<file path="config.mk">
export PLATFORM = sky130hd
export DESIGN_NAME = cpu_ctrl_seq
export DESIGN_NICKNAME = d
export VERILOG_FILES = /design/src/rtl/cpu_pkg.sv /design/src/rtl/ctrl_decode.sv /design/src/rtl/cpu_ctrl_seq.sv
export SDC_FILE = /design/constraint.sdc
export NUM_CORES = 1
export LEC_CHECK = 0
export BUFFER_PORTS_ARGS = -buffer_cell sky130_fd_sc_hd__buf_2
export CORE_AREA = 10 10 47 49
export CTS_CLUSTER_SIZE = 20
export DETAILED_ROUTE_END_ITERATION = 8
export DIE_AREA = 0 0 57 59
export PLACE_DENSITY = 0.68
export SYNTH_ARGS = -nofsm -noshare
export SYNTH_HDL_FRONTEND = slang
export SYNTH_SLANG_ARGS = --single-unit
</file>
<file path="constraint.sdc">
create_clock -name clk -period 2.4 [get_ports clk]
set_input_delay 0.12 -clock clk [delete_from_list [all_inputs] [get_ports clk]]
set_output_delay 0.12 -clock clk [all_outputs]
set_load 0.03 [all_outputs]
</file>
<file path="src/rtl/cpu_pkg.sv">
// -----------------------------------------------------------------------------
// cpu_pkg
// Shared definitions for the 8-bit bus CPU control path.
//   - opcode constants (IR[7:4])
//   - T-state encoding of the control sequencer (six steps plus HALT)
//   - bit positions of each strobe inside the control word, so a microcode
//     ROM can later be dropped in with the same layout
// No ports (package).
// -----------------------------------------------------------------------------
package cpu_pkg;

  // Opcodes
  localparam logic [3:0] OP_LDA = 4'h0;
  localparam logic [3:0] OP_ADD = 4'h1;
  localparam logic [3:0] OP_SUB = 4'h2;
  localparam logic [3:0] OP_STA = 4'h3;
  localparam logic [3:0] OP_JMP = 4'h4;
  localparam logic [3:0] OP_OUT = 4'hE;
  localparam logic [3:0] OP_HLT = 4'hF;

  // T-state encoding (binary; code 3'd7 is unused)
  localparam int         STATE_W = 3;
  localparam logic [2:0] ST_T1   = 3'd0;
  localparam logic [2:0] ST_T2   = 3'd1;
  localparam logic [2:0] ST_T3   = 3'd2;
  localparam logic [2:0] ST_T4   = 3'd3;
  localparam logic [2:0] ST_T5   = 3'd4;
  localparam logic [2:0] ST_T6   = 3'd5;
  localparam logic [2:0] ST_HALT = 3'd6;

  // Control word bit positions
  localparam int CW_PC_OUT  = 0;
  localparam int CW_PC_INC  = 1;
  localparam int CW_PC_LOAD = 2;
  localparam int CW_MAR_IN  = 3;
  localparam int CW_RAM_OUT = 4;
  localparam int CW_RAM_IN  = 5;
  localparam int CW_IR_IN   = 6;
  localparam int CW_IR_OUT  = 7;
  localparam int CW_A_IN    = 8;
  localparam int CW_A_OUT   = 9;
  localparam int CW_B_IN    = 10;
  localparam int CW_ALU_OUT = 11;
  localparam int CW_ALU_SUB = 12;
  localparam int CW_OUT_IN  = 13;
  localparam int CW_W       = 14;

  typedef logic [CW_W-1:0] ctrl_word_t;

  // Instructions whose T4 step places the operand address into MAR.
  function automatic logic op_loads_mar(input logic [3:0] op);
    return (op == OP_LDA) || (op == OP_ADD) || (op == OP_SUB) || (op == OP_STA);
  endfunction

endpackage

</file>
<file path="src/rtl/ctrl_decode.sv">
// -----------------------------------------------------------------------------
// ctrl_decode
// Purely combinational microcode decode: (T-state, opcode) -> control word.
// Ports:
//   state      in  current T-state code
//   ir_op      in  opcode nibble; only looked at in T4..T6
//   ctrl_word  out one bit per bus strobe (layout from cpu_pkg)
//   last_step  out this step ends the instruction (next edge -> T1)
//   halt_step  out this step is HLT's T4 (next edge -> HALT)
// Parameters:
//   SKIP_NOP   1 = finish on the instruction's last active step,
//              0 = always run through T6
// -----------------------------------------------------------------------------
module ctrl_decode
  import cpu_pkg::*;
#(
  parameter bit SKIP_NOP = 1'b1
) (
  input  logic [STATE_W-1:0] state,
  input  logic [3:0]         ir_op,
  output ctrl_word_t         ctrl_word,
  output logic               last_step,
  output logic               halt_step
);

  // op_last: last active step of the current instruction
  logic op_last;

  always_comb begin
    ctrl_word = '0;
    op_last   = 1'b0;
    halt_step = 1'b0;
    case (state)
      ST_T1: begin
        ctrl_word[CW_PC_OUT] = 1'b1;
        ctrl_word[CW_MAR_IN] = 1'b1;
      end
      ST_T2: begin
        ctrl_word[CW_PC_INC] = 1'b1;
      end
      ST_T3: begin
        ctrl_word[CW_RAM_OUT] = 1'b1;
        ctrl_word[CW_IR_IN]   = 1'b1;
      end
      ST_T4: begin
        if (op_loads_mar(ir_op)) begin
          ctrl_word[CW_IR_OUT] = 1'b1;
          ctrl_word[CW_MAR_IN] = 1'b1;
        end else if (ir_op == OP_JMP) begin
          ctrl_word[CW_IR_OUT]  = 1'b1;
          ctrl_word[CW_PC_LOAD] = 1'b1;
          op_last               = 1'b1;
        end else if (ir_op == OP_OUT) begin
          ctrl_word[CW_A_OUT]  = 1'b1;
          ctrl_word[CW_OUT_IN] = 1'b1;
          op_last              = 1'b1;
        end else if (ir_op == OP_HLT) begin
          // HALT is entered from here independently of SKIP_NOP
          halt_step = 1'b1;
        end else begin
          op_last = 1'b1;  // NOP
        end
      end
      ST_T5: begin
        case (ir_op)
          OP_LDA: begin
            ctrl_word[CW_RAM_OUT] = 1'b1;
            ctrl_word[CW_A_IN]    = 1'b1;
            op_last               = 1'b1;
          end
          OP_ADD, OP_SUB: begin
            ctrl_word[CW_RAM_OUT] = 1'b1;
            ctrl_word[CW_B_IN]    = 1'b1;
            // select subtract a step early so the ALU result settles by T6
            ctrl_word[CW_ALU_SUB] = (ir_op == OP_SUB);
          end
          OP_STA: begin
            ctrl_word[CW_A_OUT]  = 1'b1;
            ctrl_word[CW_RAM_IN] = 1'b1;
            op_last              = 1'b1;
          end
          default: op_last = 1'b1;  // only reachable with SKIP_NOP=0
        endcase
      end
      ST_T6: begin
        if ((ir_op == OP_ADD) || (ir_op == OP_SUB)) begin
          ctrl_word[CW_ALU_OUT] = 1'b1;
          ctrl_word[CW_A_IN]    = 1'b1;
          ctrl_word[CW_ALU_SUB] = (ir_op == OP_SUB);
        end
        op_last = 1'b1;
      end
      default: ;  // HALT and the unused code drive nothing
    endcase
  end

  assign last_step = SKIP_NOP ? op_last : (state == ST_T6);

endmodule

</file>
<file path="src/rtl/cpu_ctrl_seq.sv">
// -----------------------------------------------------------------------------
// cpu_ctrl_seq
// Microcode control sequencer: steps T1..T6 (plus HALT) and drives every bus
// enable of the CPU. Strobes are a combinational decode of the state register
// and ir_op, valid for the whole cycle of their T-state.
// Ports:
//   clk, rst_n           clock / synchronous active-low reset (-> T1)
//   run                  step enable; 0 holds the state and its strobes
//   ir_op                opcode IR[7:4]
//   pc_out/pc_inc/pc_load, mar_in, ram_out/ram_in, ir_in/ir_out,
//   a_in/a_out, b_in, alu_out/alu_sub, out_in    bus control strobes
//   t_state              one-hot T1..T6, zero in HALT
//   halted               HALT state indicator
// -----------------------------------------------------------------------------
module cpu_ctrl_seq
  import cpu_pkg::*;
#(
  parameter bit SKIP_NOP = 1'b1,
  parameter int TW       = STATE_W
) (
  input  logic       clk,
  input  logic       rst_n,
  input  logic       run,
  input  logic [3:0] ir_op,
  output logic       pc_out,
  output logic       pc_inc,
  output logic       pc_load,
  output logic       mar_in,
  output logic       ram_out,
  output logic       ram_in,
  output logic       ir_in,
  output logic       ir_out,
  output logic       a_in,
  output logic       a_out,
  output logic       b_in,
  output logic       alu_out,
  output logic       alu_sub,
  output logic       out_in,
  output logic [5:0] t_state,
  output logic       halted
);

  logic [TW-1:0] state_reg;
  logic [TW-1:0] state_next;
  ctrl_word_t    ctrl_word;
  logic          last_step;
  logic          halt_step;

  ctrl_decode #(
    .SKIP_NOP (SKIP_NOP)
  ) u_decode (
    .state     (state_reg),
    .ir_op     (ir_op),
    .ctrl_word (ctrl_word),
    .last_step (last_step),
    .halt_step (halt_step)
  );

  always_comb begin
    state_next = state_reg;
    if (state_reg == ST_HALT) begin
      state_next = ST_HALT;  // only reset leaves HALT
    end else if (run) begin
      if (halt_step) begin
        state_next = ST_HALT;
      end else if (last_step || (state_reg >= ST_T6)) begin
        // the >= arm also recovers from the unused code
        state_next = ST_T1;
      end else begin
        state_next = state_reg + 1'b1;
      end
    end
  end

  always_ff @(posedge clk) begin
    if (!rst_n) begin
      state_reg <= ST_T1;
    end else begin
      state_reg <= state_next;
    end
  end

  // One-hot step indicator; all zero in HALT or the unused code.
  for (genvar gi = 0; gi < 6; gi++) begin : g_t_state
    assign t_state[gi] = (state_reg == ST_T1 + TW'(gi));
  end

  assign halted  = (state_reg == ST_HALT);

  assign pc_out  = ctrl_word[CW_PC_OUT];
  assign pc_inc  = ctrl_word[CW_PC_INC];
  assign pc_load = ctrl_word[CW_PC_LOAD];
  assign mar_in  = ctrl_word[CW_MAR_IN];
  assign ram_out = ctrl_word[CW_RAM_OUT];
  assign ram_in  = ctrl_word[CW_RAM_IN];
  assign ir_in   = ctrl_word[CW_IR_IN];
  assign ir_out  = ctrl_word[CW_IR_OUT];
  assign a_in    = ctrl_word[CW_A_IN];
  assign a_out   = ctrl_word[CW_A_OUT];
  assign b_in    = ctrl_word[CW_B_IN];
  assign alu_out = ctrl_word[CW_ALU_OUT];
  assign alu_sub = ctrl_word[CW_ALU_SUB];
  assign out_in  = ctrl_word[CW_OUT_IN];

  // Single bus driver: at most one source may drive the shared bus.
  a_single_bus_driver : assert property (
    @(posedge clk) disable iff (!rst_n)
    $onehot0({pc_out, ram_out, ir_out, a_out, alu_out})
  );

endmodule

</file>
==> reports/qor.yml <==
power:
  irDropWorstVdd_v: 0.0002591
  power_density_mw_per_mm2: 466.5
  p_leak_uw: 0.0003469
  finalPower_uw: 290.7
synthesis:
  synth_warnings: 0
  synth_top_area_cell: "ha_1"
  synthesis.nets: 80
  async_reset_ff_share_pct: 0
  synth_area_leaders: "ha_1 13%, dfxtp_1 13%, buf_4 7.9%"
  netlist_top_cells_count: "8 x nor2_1, 7 x inv_1, 7 x nand2_1"
  yosysTopAreaCellShare_pct: 13.09
  seq_area_frac_synth_pct: 12.57
  ys_types: 31
  netlist_instances: 68
  synth.most_common_cell: "nor2_1"
  syn_area_per_cell_um2: 7.029
  ys_seq_elements: 3
  ys_dominant_reg_cell: "dfxtp_1"
  synth-edff-count: 0
  synth_area_um2: 478.0
cts:
  cts_hold_buffers: 0
  path_clk_slew_ns: 0.04
  htree_levels: 1
  cts_tree: "built"
  clk_latency_ns: 0.23
  clockRootBuffer: "clkbuf_4"
  clock_sinks: 3
  clock_path_buffers: 2
  post_cts_resize_count: 0
  cts_inserted_buffers: 3
  postCtsSetupBuffers: 0
critical_path:
  cp_max_fo: 6
  path_cells: "ha_1, ha_1, nand3_1, nor2_1, a2bb2oi_1, buf_2"
  cp.required_ns: 2.28
  critPathMaxStageDelay_ns: 0.39
  crit_path_frequent_cell: "ha_1"
  worstSetupEndpointType: "output pin"
  crit_type: "reg -> out"
  critPathBufInv: 1
  worstSetupStartpointType: "flop"
  slowest_stage: "dfxtp_1"
  arrival_ns: 1.75
  cp_top_family: "adder cells"
  r2r_slack_ns: 0.81
timing:
  period_minus_slack_ns: 1.865
  min_period_over_period_pct: 77.71
  finalSetupViolations: 0
  skew_ns: 0.0005751
  rsz0062_at_grt: "false"
  slew_headroom_pct: 78.43
  fmax_ghz: 0.5362
  setup_tns_ns: 0
  finalHoldViolCount: 0
  slew_violations: 0
  worstMarginPinSlew_ns: 0.3212
layout:
  regArea_um2: 60.06
  nets: 106
  fin_area_um2: 623.1
  synthToLayoutAreaGrowth_pct: 30.37
  largest_reg_flops: 3
  diodes: 0
  post_route_cells_drive_above_1_share_pct: 38.71
  multiInputGateArea_um2: 351.6
  nFillCells: 148
grt:
  grt_pass1_vias: 521
  global_route.overflow_total: 0
  grt_pass1_wl_um: 2242
  track_usage_pct: 7.879
  antenna_found_initial: 0
  grt_max_degree: 11
detailed_routing:
  drt-initial-drc-count: 8
  detail-route-antenna-nets: 0
  first_pass_iters: 4
  wl_per_cell_um: 12.96
  wl_um: 1413
  vias_per_cell: 4.881
  vias: 532
  drc: 0
outcome:
  status: "finished, final reports clean"
flow_run:
  cap_viol_max_count: 0
floorplan:
  ios: 28
  fp-row-count: 14
  dieArea_mm2: 0.003363
  die_w_um: 57
  die_y_um: 59
  coreArea_mm2: 0.001401
  start_util_pct: 34.11
placed_design:
  io_buffers: 27
  placed_area_um2: 596.8
  gp_congestion: 0.8119
  hpwl_um: 1222
min_path:
  hp-class: "in -> reg"
==> where the power goes <==
part           internal [µW]  switching [µW]
sequential              55.0            7.65
clock                   62.1            23.7
combinational           45.6            96.6
total                    163             128
==> cell families (layout without fill, tap and decap cells) <==
| kind of cell | count (synthesis) | count (layout) | synth area share, % |
|---|---|---|---|
| AO/OA/AOI/OAI | 17 | 17 | 28.01 |
| XOR/XNOR | 1 | 1 | 1.833 |
| adder cells (fa/ha/maj) | 5 | 5 | 13.09 |
| buffers and inverters | 14 | 39 | 15.18 |
| flip-flops | 3 | 3 | 12.57 |
| multiplexers | 1 | 1 | 2.094 |
| AND/OR/NAND/NOR | 27 | 27 | 27.23 |
==> layout make-up <==
type,instances,share of cell area [%]
multi-input combinational,51,56.43
inverter,8,4.819
timing repair buffer,27,21.69
tap,16,3.213
clock buffer,4,4.217
sequential,3,9.639
==> cells in the final DEF (no fill, tap or decap), drive strengths merged <==
cell type,netlist,final
and2,1,1
o21ai,2,2
ha,5,5
nand3,2,2
a31o,1,1
o31a,1,1
nand2,8,8
nor4,1,1
o2111ai,1,1
o211ai,2,2
a21oi,3,3
a21o,2,2
o21a,1,1
dfxtp,3,3
nor3,1,1
nor2b,2,2
nand2b,2,2
nand4,1,1
o31ai,1,1
a31oi,1,1
or2,1,1
inv,8,8
mux2i,1,1
nor2,8,8
xnor2,1,1
a2bb2oi,1,1
clkbuf,0,4
a211oi,1,1
buf,6,27
==> stage by stage <==
| stage | utilization [%] | cells | hold WS [ns] | worst slack [ns] |
|---|---|---|---|---|
| 2_1_floorplan | - | 68 | 0.2361 | 0.07865 |
| 3_3_place_gp | 42.59 | 105 | 0.3681 | 0.8402 |
| 3_5_place_dp | 42.59 | 105 | 0.3774 | 0.7522 |
| 4_1_cts | 44.46 | 109 | 0.1351 | 0.5099 |
| 5_1_grt | 44.46 | 109 | 0.1443 | 0.3524 |
| 6_report | 44.46 | 109 | 0.1415 | 0.5349 |
==> worst reg2reg max path, stage by stage (launching register included) <==
cell     delay [ns]
dfxtp_1        0.39
ha_1           0.20
ha_1           0.29
nand3_1        0.14
o21a_1         0.20
and2_1         0.16
a21oi_1        0.13
==> routing by layer <==
| metal | up-vias | wire (µm) | track usage, % |
|---|---|---|---|
| met4 | 0 | 0 | 3.020 |
| li1 | 284 | - | - |
| met5 | - | 0 | 0 |
| met2 | 12 | 700 | 12.87 |
| met1 | 236 | 615 | 9.069 |
| met3 | 0 | 96 | 3.004 |
==> worst paths after layout <==
check,to,depth (start not counted),start
worst max-delay path,a_out,6,state_reg[0]$_SDFFE_PP0P_
worst min-delay path,state_reg[0]$_SDFFE_PP0P_,3,rst_n
worst max register to register,state_reg[1]$_SDFFE_PN0P_,6,state_reg[0]$_SDFFE_PP0P_
worst min register to register,state_reg[0]$_SDFFE_PP0P_,2,state_reg[0]$_SDFFE_PP0P_
No activity file was read; power rests on OpenSTA's default activity.
